`src/rtl/piso_pkg.sv`:
```
// piso_pkg: shared sizing helpers and bit-order constants for the PISO serializer.
package piso_pkg;
  localparam bit MSB_FIRST_ORDER = 1'b1;
  localparam bit LSB_FIRST_ORDER = 1'b0;
  function automatic int clog2_min1(input int n);
    return (n > 1) ? $clog2(n) : 1;
  endfunction
  function automatic int beats_of(input int width, input int lanes);
    return (lanes > 0) ? width / lanes : 1;
  endfunction
endpackage

```
`src/rtl/piso_shift_core.sv`:
```
// piso_shift_core: shift register, beat counter and active flag that emit one word lane by lane.
module piso_shift_core
  import piso_pkg::*;
#(
  parameter int WIDTH     = 8,
  parameter int LANES     = 1,
  parameter bit MSB_FIRST = MSB_FIRST_ORDER
) (
  input  logic             clk,
  input  logic             reset,
  input  logic             load,
  input  logic [WIDTH-1:0] word,
  input  logic             consume,
  output logic             active,
  output logic [LANES-1:0] dataout,
  output logic             last
);
  localparam int BEATS = beats_of(WIDTH, LANES);
  localparam int CW = clog2_min1(BEATS);
  localparam logic [CW-1:0] LAST_COUNT = CW'(BEATS - 1);
  localparam bit MSB = (MSB_FIRST != LSB_FIRST_ORDER);
  logic [WIDTH-1:0] shreg, shreg_next, shifted;
  logic [CW-1:0] count, count_next;
  logic active_next;
  assign shifted = MSB ? shreg << LANES : shreg >> LANES;
  assign dataout = MSB ? shreg[WIDTH-1 -: LANES] : shreg[LANES-1:0];
  assign last = active && (count == LAST_COUNT);
  // The final shift zero-fills the register, so an idle core presents dataout=0.
  always_comb begin
    shreg_next  = load ? word : consume ? shifted : shreg;
    count_next  = (load || (consume && last)) ? '0 : consume ? count + 1'b1 : count;
    active_next = load ? 1'b1 : (consume && last) ? 1'b0 : active;
  end
  always_ff @(posedge clk or posedge reset) begin
    if (reset) begin
      shreg  <= '0;
      count  <= '0;
      active <= 1'b0;
    end else begin
      shreg  <= shreg_next;
      count  <= count_next;
      active <= active_next;
    end
  end
endmodule

```
`src/rtl/piso_serializer.sv`:
```
// piso_serializer: valid/ready PISO serializer with a one-word pending buffer for gapless streaming.
module piso_serializer
  import piso_pkg::*;
#(
  parameter int WIDTH     = 8,
  parameter int LANES     = 1,
  parameter bit MSB_FIRST = MSB_FIRST_ORDER
) (
  input  logic             clk,
  input  logic             reset,
  input  logic             load_valid,
  output logic             load_ready,
  input  logic [WIDTH-1:0] datain,
  output logic             sout_valid,
  input  logic             sout_ready,
  output logic [LANES-1:0] dataout,
  output logic             last,
  output logic             busy
);
  if (LANES < 1 || LANES > WIDTH || (WIDTH % LANES) != 0) begin : g_bad_cfg
    $error("piso_serializer: WIDTH must be a positive multiple of LANES");
  end
  logic [WIDTH-1:0] pend, core_word;
  logic pend_full, active, consume, last_done, accept, direct, core_load;
  assign load_ready = !pend_full;
  assign sout_valid = active;
  assign busy = active || pend_full;
  assign consume = active && sout_ready;
  assign last_done = consume && last;
  assign accept = load_valid && load_ready;
  assign direct = accept && (!active || last_done);
  // Loads are refused while pend is full, so a pend drain never collides with datain.
  assign core_load = direct || (last_done && pend_full);
  assign core_word = pend_full ? pend : datain;
  piso_shift_core #(
    .WIDTH(WIDTH),
    .LANES(LANES),
    .MSB_FIRST(MSB_FIRST)
  ) u_core (
    .clk(clk),
    .reset(reset),
    .load(core_load),
    .word(core_word),
    .consume(consume),
    .active(active),
    .dataout(dataout),
    .last(last)
  );
  always_ff @(posedge clk or posedge reset) begin
    if (reset) begin
      pend      <= '0;
      pend_full <= 1'b0;
    end else if (accept && !direct) begin
      pend      <= datain;
      pend_full <= 1'b1;
    end else if (last_done && pend_full) begin
      pend      <= '0;
      pend_full <= 1'b0;
    end
  end
endmodule

```
`config.mk`:
```
export PLATFORM = sky130hd
export DESIGN_NAME = piso_serializer
export DESIGN_NICKNAME = d
export VERILOG_FILES = /design/src/rtl/piso_pkg.sv /design/src/rtl/piso_shift_core.sv /design/src/rtl/piso_serializer.sv
export SDC_FILE = /design/constraint.sdc
export NUM_CORES = 1
export LEC_CHECK = 0
export ABC_AREA = 1
export BUFFER_PORTS_ARGS = -buffer_cell sky130_fd_sc_hd__buf_2
export CAP_MARGIN = 30
export CELL_PAD_IN_SITES_DETAIL_PLACEMENT = 1
export CELL_PAD_IN_SITES_GLOBAL_PLACEMENT = 1
export CORE_MARGIN = 4
export CORE_UTILIZATION = 40
export DETAILED_ROUTE_END_ITERATION = 8
export PLACE_DENSITY = 0.82
export SYNTH_ARGS = -nofsm -noshare
export SYNTH_HDL_FRONTEND = slang
export SYNTH_HIERARCHICAL = 1
export SYNTH_SLANG_ARGS = --single-unit
```
`constraint.sdc`:
```
create_clock -name clk -period 5 [get_ports clk]
set_clock_uncertainty 0.05 [all_clocks]
set_input_delay 0.5 -clock clk [delete_from_list [all_inputs] [get_ports clk]]
set_output_delay 0.5 -clock clk [all_outputs]
set_load 0.05 [all_outputs]
```
==> results.ini <==
[floorplan]
rows=18
core-area_sq_um=2570
dieHeight_um=60.9
die_area_sq_um=3710
die_w_um=60.9
start_util_pct=43.6
io_pins=17

[final_layout]
nets=173
post-route-util_pct=47.7
finalNonFillerCells=188
nFillCells=333
final_area_sq_um=1220
diodes=0
drive_gt1_share_pct=18.4
syn_to_final_growth_pct=9.51

[synthesis]
synth_largest_area_cell=dfrtp_1
syn_inst=142
synth.avg_cell_area_sq_um=7.88
async_flop_share_pct=100
synth-main-ff-cell=dfrtp_1
synth_cell_types=15
netlist_top_cells_area=dfrtp_1, nand2_1, nand3_1, inv_1, ha_1
ys_seq_area_share_pct=47.0
synthTopCellsByCount=nand2_1, nand3_1, dfrtp_1
synth_edf_count=0
synth_nets=156
syn_area_sq_um=1120
ys_ff_latch=21
ys_warn_count=6
post-synth-top-count-cell=nand2_1
synth_top_cell_area_share_pct=47.0

[timing]
setup_viol=0
max_slew_margin_pct=67.2
hold_viol=0
setup_slack_ns=2.54
final_max_slew_viol_count=0
setup_tns_ns=0
rsz0062_at_grt=false
fin_crit_ns=2.46
hold_slack_ns=0.0974
worst_pin_slew_ns=0.493
post-route-period-util_pct=49.2
clock.fmax_mhz=406

[setup_path]
path_class=reg -> reg
crit_family=simple AND/OR/NAND/NOR gates
cp_slowest_cell=nor2_2
crit_buf_inv=2
critPathLaunchType=flop
path_cells=ha_1, ha_1, nand2_1, inv_1, inv_1, nor2_4, o21ai_0, nand2_1, nor2_2, nand2_1, nand3_1
worstSetupPathDepth=11
critPathLaunch=u_core/count[0]
endpoint_kind=flop
critPathRequiredTime_ns=5.19
r2r_cells=11
cpMostUsedCell=nand2_1
crit_fanout=11
r2r-start=u_core/count[0]
slowest_delay_ns=0.48
crit_arrival_ns=2.66

[global_route]
grt_antenna_before_repair=0
gr-total-overflow=0
grt.met3_usage_pct=2.55
met1_usage_pct=21.6
grt_pass1_vias=927
busiest_layer=met2
grt_pass1_wl_mm=4.44
grt_max_degree=13
grt_usage_pct=16.3
grtUsageMet2_pct=27.6

[flow_run]
cap_viol_max_count=0

[cts]
clock-sinks=21
insertion_delay_ns=0.30
cts.reportedPaths.clkPinSlew_ns=0.12
cts_resized=0
ctsRootBufferMaster=clkbuf_4
postCtsSetupRepairBufs=0
cts_tree=yes
cts-buffers-inserted=3
htree_num_levels=1
cts_hold_buf=0
clk_path_buf_depth=2

[detailed_routing]
antenna_left=0
via_count=908
routed_wl_mm=2.59
wl_per_cell_um=13.8
via_per_inst=4.83
dr.first_iter.drc_count=28
drcViolationCount=0
first_pass_iters=4

[pwr]
p_per_area_nw_per_um2=224
peakVddDrop_mv=0.130
p_leak_nw=0.698
total_power_mw=0.274

[placed_design]
place_congestion=0.819
placedCellCount=184
hpwl_mm=2.06
place_ws_ns=2.57
port_buffers=16
placed_area_sq_um=1200

[worst_hold_path]
hold_class=in -> async

[run_status]
status=complete, no violations

path summary, 6_finish.rpt:
| kind | to | slack, ns |
|---|---|---|
| max | u_core/shreg[3] | 2.54 |
| min | pend[5] | 0.1 |
| max reg2reg | u_core/shreg[3] | 2.54 |
| min reg2reg | u_core/shreg[0] | 0.44 |
| max in group asynchronous | u_core/shreg[5] | 4.44 |
| min in group clk | pend[3] | 0.39 |
final cells by class:
type / instances / area (sq um) / share of cell area (%)
clock buffer: 4 / 26.3 / 2.15
inverter: 11 / 41.3 / 3.37
multi-input combinational: 106 / 514 / 42.0
sequential: 21 / 526 / 42.9
tap: 30 / 37.5 / 3.06
timing repair buffer: 16 / 80.1 / 6.54
cells in the final DEF (no fill, tap or decap), drive strengths merged:
cell type  Yosys  final
ha             2      2
clkbuf         0      4
dfrtp         21     21
nand2         69     69
o21ai          2      2
a21oi          1      1
buf            4     16
inv           11     11
nor2           4      4
nand3         28     28
power breakdown:
part / internal (mW) / switching (mW) / leakage, nW
sequential: 0.173 / 0.00164 / 0.280
clock: 0.0311 / 0.0529 / 0.0150
combinational: 0.00614 / 0.00941 / 0.404
cell families (layout without fill, tap and decap cells):
| logic type | count (synthesis) | after routing | share of synthesized area, % |
|---|---|---|---|
| AOI/OAI and AO/OA | 3 | 3 | 2.35 |
| DFF | 21 | 21 | 47.0 |
| adders and majority gates | 2 | 2 | 2.24 |
| buffers and inverters | 15 | 31 | 7.05 |
| and+or+nand+nor | 101 | 101 | 41.4 |
worst reg2reg max path: cells and delay by family, from the launching register on:
family / cells / cell delay (ns)
AO/OA/AOI/OAI: 1 / 0.14
adder cells (fa/ha/maj): 2 / 0.42
buffers and inverters: 2 / 0.21
flip-flops: 1 / 0.42
AND/OR/NAND/NOR: 6 / 1.17
per-layer routing:
layer / share of wire (%) / wire length (um)
met1: 47 / 1220
met2: 49 / 1280
met4: 0.58 / 15
met3: 2.8 / 72
met5: 0 / 0
sequential cells by signal (all words and copies together) (netlist names):
signal	cells
pend	8
u_core/shreg	8
u_core/count	3
pend_full	1
u_core/active	1
Note: power is estimated with default switching activity, not from simulation.
